File: src/rtl/bus_arbiter_pkg.sv
// Shared definitions for the two-master, three-slave system bus arbiter:
// FSM states, master codes, slave ids and the slave-select decode.
package bus_arbiter_pkg;

    typedef enum logic [1:0] {
        IDLE       = 2'd0,
        WAIT_SLAVE = 2'd1,
        GRANT      = 2'd2,
        RELEASE    = 2'd3
    } state_t;

    typedef enum logic {
        MASTER_M1 = 1'b0,
        MASTER_M2 = 1'b1
    } master_t;

    localparam logic [1:0] SLAVE_NONE = 2'd0;
    localparam logic [1:0] SLAVE_1    = 2'd1;
    localparam logic [1:0] SLAVE_2    = 2'd2;
    localparam logic [1:0] SLAVE_3    = 2'd3;

    // Slave id 0 is the invalid select and decodes to no enable at all.
    function automatic logic [2:0] slave_onehot(input logic [1:0] sel);
        logic [2:0] en;
        case (sel)
            SLAVE_1: en = 3'b001;
            SLAVE_2: en = 3'b010;
            SLAVE_3: en = 3'b100;
            default: en = 3'b000;
        endcase
        return en;
    endfunction

endpackage

File: src/rtl/bus_arbiter_rr.sv
// Combinational two-way round-robin pick: a lone requester wins outright,
// on a tie the master that was not granted last wins.
module rr_arbiter2
    import bus_arbiter_pkg::*;
(
    input  logic    req_m1,
    input  logic    req_m2,
    input  master_t last_grant,
    output logic    any_req,
    output master_t winner
);

    always_comb begin
        any_req = req_m1 | req_m2;
        if (req_m1 && req_m2) begin
            winner = (last_grant == MASTER_M1) ? MASTER_M2 : MASTER_M1;
        end else if (req_m2) begin
            winner = MASTER_M2;
        end else begin
            winner = MASTER_M1;
        end
    end

endmodule

File: src/rtl/bus_arbiter.sv
// Two-master bus arbiter and sequencer: round-robin grant, slave-ready wait,
// one-cycle turnaround and a saturating watchdog; every output is registered.
module bus_arbiter
    import bus_arbiter_pkg::*;
#(
    parameter int TIMEOUT_CYCLES = 4095
) (
    input  logic       clk,
    input  logic       reset,
    input  logic       req_m1,
    input  logic       req_m2,
    input  logic [1:0] slave_select_input_m1,
    input  logic [1:0] slave_select_input_m2,
    input  logic [2:0] slave_ready,
    input  logic       xfer_done,
    output logic       grant_m1,
    output logic       grant_m2,
    output logic       master_sel,
    output logic [2:0] slave_en,
    output logic       timeout,
    output logic       sel_err
);

    localparam int CNT_W = $clog2(TIMEOUT_CYCLES + 1);
    localparam logic [CNT_W-1:0] CNT_LAST = CNT_W'(TIMEOUT_CYCLES - 1);

    state_t           state_q, state_d;
    master_t          master_q, master_d;
    master_t          last_q, last_d;
    master_t          winner;
    logic [1:0]       sel_q, sel_d;
    logic [CNT_W-1:0] cnt_q, cnt_d, cnt_inc;
    logic             any_req, win_req, target_ready, winner_sel_ok;
    logic [1:0]       winner_sel;
    logic             timeout_d, sel_err_d, grant_m1_d, grant_m2_d;
    logic [2:0]       slave_en_d;

    rr_arbiter2 u_rr (
        .req_m1     (req_m1),
        .req_m2     (req_m2),
        .last_grant (last_q),
        .any_req    (any_req),
        .winner     (winner)
    );

    assign winner_sel    = (winner == MASTER_M1) ? slave_select_input_m1 : slave_select_input_m2;
    assign winner_sel_ok = (winner_sel != SLAVE_NONE);
    assign win_req       = (master_q == MASTER_M1) ? req_m1 : req_m2;
    assign target_ready  = |(slave_onehot(sel_q) & slave_ready);
    assign cnt_inc       = (cnt_q == '1) ? cnt_q : cnt_q + 1'b1;

    // Next-state logic; registered outputs are derived from the next state so
    // they line up with the state they describe.
    always_comb begin
        state_d   = state_q;
        master_d  = master_q;
        last_d    = last_q;
        sel_d     = sel_q;
        cnt_d     = cnt_q;
        timeout_d = 1'b0;
        sel_err_d = 1'b0;
        case (state_q)
            IDLE: begin
                if (any_req) begin
                    master_d = winner;
                    sel_d    = winner_sel;
                    cnt_d    = '0;
                    if (!winner_sel_ok) begin
                        // Passing the turn on stops a bad master starving the other.
                        sel_err_d = 1'b1;
                        last_d    = winner;
                    end else begin
                        state_d = WAIT_SLAVE;
                    end
                end
            end
            WAIT_SLAVE: begin
                if (!win_req) begin
                    state_d = IDLE;
                end else if (target_ready) begin
                    state_d = GRANT;
                    last_d  = master_q;
                    cnt_d   = '0;
                end else if (cnt_q == CNT_LAST) begin
                    timeout_d = 1'b1;
                    state_d   = RELEASE;
                end else begin
                    cnt_d = cnt_inc;
                end
            end
            GRANT: begin
                if (xfer_done || !win_req) begin
                    state_d = RELEASE;
                end else if (cnt_q == CNT_LAST) begin
                    timeout_d = 1'b1;
                    state_d   = RELEASE;
                end else begin
                    cnt_d = cnt_inc;
                end
            end
            RELEASE: begin
                state_d = IDLE;
            end
            default: begin
                state_d = IDLE;
            end
        endcase
        grant_m1_d = (state_d == GRANT) && (master_d == MASTER_M1);
        grant_m2_d = (state_d == GRANT) && (master_d == MASTER_M2);
        slave_en_d = (state_d == GRANT) ? slave_onehot(sel_d) : 3'b000;
    end

    always_ff @(posedge clk or posedge reset) begin
        if (reset) begin
            state_q  <= IDLE;
            master_q <= MASTER_M1;
            last_q   <= MASTER_M2;
            sel_q    <= SLAVE_NONE;
            cnt_q    <= '0;
            grant_m1 <= 1'b0;
            grant_m2 <= 1'b0;
            slave_en <= 3'b000;
            timeout  <= 1'b0;
            sel_err  <= 1'b0;
        end else begin
            state_q  <= state_d;
            master_q <= master_d;
            last_q   <= last_d;
            sel_q    <= sel_d;
            cnt_q    <= cnt_d;
            grant_m1 <= grant_m1_d;
            grant_m2 <= grant_m2_d;
            slave_en <= slave_en_d;
            timeout  <= timeout_d;
            sel_err  <= sel_err_d;
        end
    end

    assign master_sel = master_q;

endmodule

File: config.mk
export PLATFORM = sky130hd
export DESIGN_NAME = bus_arbiter
export DESIGN_NICKNAME = d
export VERILOG_FILES = /design/src/rtl/bus_arbiter_pkg.sv /design/src/rtl/bus_arbiter_rr.sv /design/src/rtl/bus_arbiter.sv
export SDC_FILE = /design/constraint.sdc
export NUM_CORES = 1
export LEC_CHECK = 0
export CORE_MARGIN = 2
export CORE_UTILIZATION = 35
export CTS_CLUSTER_SIZE = 12
export DETAILED_ROUTE_END_ITERATION = 16
export PLACE_DENSITY = 0.51
export SYNTH_ARGS = -nofsm -noshare
export SYNTH_HDL_FRONTEND = slang
export SYNTH_SLANG_ARGS = --single-unit
File: constraint.sdc
create_clock -name clk -period 2.2 [get_ports clk]
set_input_delay 0.66 -clock clk [delete_from_list [all_inputs] [get_ports clk]]
set_output_delay 0.66 -clock clk [all_outputs]
set_load 0.02 [all_outputs]
### After elaboration in Yosys (flattened, before gate mapping)

Index checks and enable logic that the tools add are counted.

| storage, ports and cells | value |
|---|---|
| register bits | 25 |
| input bits | 12 |
| output and inout port bits | 8 |

| cells by class | value |
|---|---|
| $add $sub $neg | 1 |
| equality and inequality tests | 17 |
| multiplexer cells | 39 |
| bitwise gates (word level) | 3 |
| reductions and logical operators | 12 |

Operators by type and width:

| operator | number |
|---|---|
| $mux W12 | 6 |
| $pmux W12 S3 | 1 |
| $eq A12 B12 Y1 const B | 2 |
| $mux W2 | 9 |
| $pmux W3 S3 | 2 |
| $mux W1 | 17 |
| $eq A2 B2 Y1 const B | 7 |
| $add A12 B1 Y12 const B | 1 |
| $ne A2 B2 Y1 const B | 5 |
| $pmux W2 S4 | 1 |
| $eq A2 B1 Y1 const B | 3 |
| $reduce_and A5 Y1 | 1 |
| $pmux W1 S2 | 2 |
| $reduce_and A4 Y1 | 1 |
| $reduce_bool A2 Y1 | 2 |
| $and A3 B3 Y3 | 1 |
| $logic_and A1 B1 Y1 | 3 |
| $mux W3 | 1 |
| $reduce_bool A3 Y1 | 1 |
| $reduce_or A3 Y1 | 1 |
| $logic_not A2 Y1 | 1 |
| $logic_not A1 Y1 | 1 |
| $logic_or A1 B1 Y1 | 1 |
| $not A1 Y1 | 1 |
| $or A1 B1 Y1 | 1 |

### Logic depth before layout (Yosys ltp)

Gate-level depths: netlist of the first run.

| logic depth | value |
|---|---|
| word-level depth | 9 |
| gate-level depth with buffers | 8 |
| depth with buffers taken out | 7 |

### By module

Synthesis of the first run repeated with hierarchy kept, for this count alone.

| second synthesis, totals | value |
|---|---|
| cell total of the unflattened synthesis | 151 |
| area total of the unflattened synthesis | 1485.2 um2 |

Modules (own cells, without submodules):

| module | times used | cells each | area each (um2) |
|---|---|---|---|
| bus_arbiter | 1 | 149 | 1471.4 |
| rr_arbiter2 | 1 | 2 | 13.8 |

### Worst setup path after synthesis of the first run

OpenSTA, ideal clock, no wires.

| timing path | value |
|---|---|
| kind | input port to flip-flop |
| start | input slave_ready[1] |
| end | register cnt_q[7] |
| data arrival time | 1756 ps |
| data required time | 2117 ps |
| path slack | 361 ps |
| cell stages on the path | 5 |
| buffers on the path | 0 |
| cell sequence | mux2_4 o221ai_2 nand2_2 or4_1 o21ai_0 |

| on the way | value |
|---|---|
| word-level cells in the longest chain between the ends | 5 |

Ends and longest elaborated chain:

| what | RTL line | source |
|---|---|---|
| start, declared | bus_arbiter.sv:14 | `input logic [2:0] slave_ready,` |
| $and A3 B3 Y3 | bus_arbiter.sv:49 | `assign target_ready = \|(slave_onehot(sel_q) & slave_ready);` |
| $reduce_or A3 Y1 | bus_arbiter.sv:49 |  |
| $mux W12 | bus_arbiter.sv:80 | `end else if (target_ready) begin` |
| $mux W12 | bus_arbiter.sv:78 | `if (!win_req) begin` |
| $pmux W12 S3 | bus_arbiter.sv:62 | `case (state_q)` |
| end signal, assigned | bus_arbiter.sv:130 | `cnt_q <= cnt_d;` |
| end, declared | bus_arbiter.sv:32 | `logic [CNT_W-1:0] cnt_q, cnt_d, cnt_inc;` |

Every way passes these cells. The select of a mux whose other input is x is not followed.
A chain may end at the register's enable or synchronous reset.

### Worst setup path in the final report of the first run

| timing path | value |
|---|---|
| start | input slave_ready[1] |
| end | register slave_en[0] |

| on the way | value |
|---|---|
| word-level cells in the longest chain between the ends | 7 |

Ends and longest elaborated chain:

| what | RTL line | source |
|---|---|---|
| $and A3 B3 Y3 | bus_arbiter.sv:49 |  |
| $reduce_or A3 Y1 | bus_arbiter.sv:49 |  |
| $mux W2 | bus_arbiter.sv:80 |  |
| $mux W2 | bus_arbiter.sv:78 |  |
| $pmux W2 S4 | bus_arbiter.sv:62 |  |
| $eq A2 B2 Y1 | bus_arbiter.sv:110 | `slave_en_d = (state_d == GRANT) ? slave_onehot(sel_d) : 3'b000;` |
| $mux W3 | bus_arbiter.sv:110 |  |
| net slave_en_d[0] | bus_arbiter.sv:36 | `logic [2:0] slave_en_d;` |
| end signal, assigned | bus_arbiter.sv:133 | `slave_en <= slave_en_d;` |
| end, declared | bus_arbiter.sv:19 | `output logic [2:0] slave_en,` |

The timed path passes the listed nets, and every way through them passes these cells.

==> results of run 1 <==
==> worst max-delay path, stage by stage <==
cell	delay, ns
clkdlybuf4s50_1	0.39
mux2_4	0.29
a2111oi_1	0.41
o221ai_1	0.22
nand4_2	0.20
nor3b_2	0.06
==> layout make-up <==
type / count / area, um^2 / area share
clock buffers: 4 / 45.0 / 0.0214
inverters: 11 / 41.3 / 0.0196
repair buffers: 40 / 365 / 0.173
flip-flops and latches: 25 / 627 / 0.298
well taps: 54 / 67.6 / 0.0321
multi-input cells: 135 / 961 / 0.456
==> sequential cells by signal (all words and copies together), names as in the netlist <==
register    cells
grant_m2        1
grant_m1        1
master_sel      1
slave_en        3
state_q         2
sel_q           2
timeout         1
cnt_q          12
last_q          1
sel_err         1
==> Yosys cell counts, types with 2 or more instances <==
master | n | area share
dfrtp_1 | 24 | 0.36
o31a_1 | 2 | 0.010
a22o_1 | 5 | 0.026
a21oi_1 | 11 | 0.033
a41oi_1 | 2 | 0.010
nand3b_1 | 2 | 0.0090
nor4b_1 | 2 | 0.010
nor2b_1 | 2 | 0.0075
and2_1 | 3 | 0.011
nand3_1 | 7 | 0.021
and4_1 | 3 | 0.016
inv_1 | 11 | 0.025
o22a_1 | 2 | 0.010
and3_1 | 3 | 0.011
o21ai_0 | 10 | 0.030
mux2i_1 | 4 | 0.024
buf_2 | 3 | 0.0090
clkbuf_1 | 2 | 0.0045
ha_1 | 6 | 0.045
nor3b_1 | 2 | 0.0090
nor3_1 | 2 | 0.0060
nand2_1 | 11 | 0.025
nand4_1 | 4 | 0.015
a31oi_1 | 4 | 0.015
and2_2 | 2 | 0.0090
a21o_1 | 2 | 0.0090
buf_6 | 2 | 0.013
nor2_1 | 14 | 0.031
a2bb2oi_1 | 3 | 0.016
nand2b_1 | 2 | 0.0075
==> per-layer routing <==
metal | up-vias | global-route usage | wire (um)
met3 | 4 | 0.0428 | 211
met4 | 0 | 0.0432 | 34
met2 | 38 | 0.261 | 1960
li1 | 752 | - | -
met5 | - | 0 | 0
met1 | 723 | 0.223 | 1950
==> placed cells by master (no fill, tap or decap), types with 3 or more instances in the layout <==
| master | instances |
|---|---|
| nand3_1 | 7 |
| nor2_1 | 13 |
| o21ai_0 | 10 |
| and4_1 | 3 |
| clkdlybuf4s50_1 | 17 |
| a21oi_1 | 11 |
| ha_1 | 6 |
| a2bb2oi_1 | 3 |
| clkbuf_8 | 3 |
| dfrtp_1 | 24 |
| inv_1 | 11 |
| a31oi_1 | 4 |
| buf_4 | 20 |
| a22o_1 | 5 |
| and3_1 | 3 |
| nand2_1 | 11 |
| nand4_1 | 4 |
| and2_1 | 3 |
==> logic make-up after synthesis <==
| kind of cell | Yosys count |
|---|---|
| simple gates | 68 |
| buf+inv | 19 |
| compound gates | 56 |
| flops | 25 |
| mux | 5 |
| fa+ha+maj | 6 |
==> repair_timing <==
action                                  4_1_cts  5_1_grt
hold endpoints to repair                      0        0
endpoints found under the setup margin        0       16
gates resized for setup                       0        8
==> power breakdown <==
group | leakage (nW) | switching, W | internal [W] | total [W]
Clock | 0.0228 | 0.000149 | 0.000130 | 0.000278
Sequential | 0.335 | 0.0000995 | 0.000564 | 0.000664
Combinational | 0.560 | 0.000716 | 0.000628 | 0.00134
==> worst max-delay path by stage <==
stage / cells past startpoint / end
detailed placement: 8 / last_q
CTS: 8 / last_q
global placement: 7 / cnt_q[0]
global route: 7 / slave_en[0]
finish: 6 / slave_en[0]
floorplan: 5 / cnt_q[7]
==> metrics by stage <==
stage                     TNS (ns)  hold WS (ns)  instance area [um^2]  setup slack, ns
after floorplan                  0         0.453                  1670            0.361
after global placement       -3.52         0.475                  2040           -0.245
after detailed placement     -3.74         0.484                  2040           -0.258
after CTS                        0         0.508                  2090           0.0310
after global routing             0         0.513                  2110           0.0107
final                            0         0.501                  2110            0.106
==> metrics.txt, run 1 <==
endpoints failing hold 0; CP required 2.34 ns; Setup crit start slave_ready[1]; Clock Path Buffers 2; hold path depth 1; CTS Buf Count 3; Die Span Y 73.1 um; placed insts 265; area grow syn2layout 26.2%; Tightest Pin Transition 0.418 ns; pwr/cell area 1080 mW/mm^2; ys async rst share 1.00; first-pass GRT wire length 6930 um; startpoint types input port; Fmax 0.477 GHz; CP Max Fanout 5; placer congestion estimate 0.838; max cap viols 0; die width 73.1 um; unrepaired setup endpoints after global routing no; Critical Path AT 2.24 ns; Synth Area in Compound Gates 0.256; PortBufs 19; Final Cycle Share 0.952; Tot Pwr 0.00229 W; worst vdd ir 609 uV; Initial Util 0.358; Seq cells post-synth 25; DRC errors left 0; Synth Area in Simple Gates 0.235; CP Capture Type register; min-delay worst type reg -> reg; post-DR wirelength/cell 15.4 um; post-synthesis cell type count 57; Crit Path Category in -> reg; worst reg2reg path endpoint slave_en[0]; reg2reg start state_q[1]; EDFF count, synth 0; vias in the first global route 1481; initial antenna violation count 0; Synth Cell Area 0.00167 mm^2; min cycle time layout 2.09 ns; total number of vias 1517; Layout Nets 234; GRT Resource Usage Total 0.165; Detailed Route WL 4160 um; DR iter-0 viols 76; Synth Instances 179; Yosys warning total 0; Core Region 0.00466 mm^2; Post-Syn Nets 197; # diodes 0; status finished clean; largest net degree at the start of global routing 26; sequential fraction of the synthesis area 0.376; Finished Layout Cells 269; via/cell ratio 5.64; Post-CTS Setup Inserts 0; die area 0.00534 mm^2; clk_skew 0.00571 ns; post-synthesis mux area share 0.0330; Leakage 0.918 nW; Hold-fix buffers, CTS 0; Final Max Tran Viols 0; CTS tree yes; largest family of logic cells by synthesized area compound AO/OA/AOI/OAI gates; drt pass-1 iters 4; Slew HR 0.718; FILL cells 446; Synth Area in XOR/XNOR 0; Std-Cell Rows 25; endpoints failing setup 0; post-synthesis adder-cell area fraction 0.0450; FF-to-FF setup slack 0.20 ns; Hold EP cnt_q[11]; Post-Route Utilization 0.452; worst hold start cnt_q[11]; Clk pin slew, worst setup/hold paths 0.09 ns; worst skew pair latency 0.27 ns; ys flop type dfrtp_1; HPWL after DPL 3100 um; share of cells above drive strength 1 0.195; clock sinks 25; R2R depth 7; gr ovfl total 0; post-route ant nets 0; number of I/O pins 20; syn avg cell area 9.32 um^2; clk root buf clkbuf_8; H-tree lvl count 1
No activity file was read; power rests on OpenSTA's default activity.
==> inputs of run 2 (changes only) <==
Settings changed: SKIP_LAST_GASP set to 1.
==> results of run 2 <==
Final layout, timing and power as in run 1 (identical DEF).
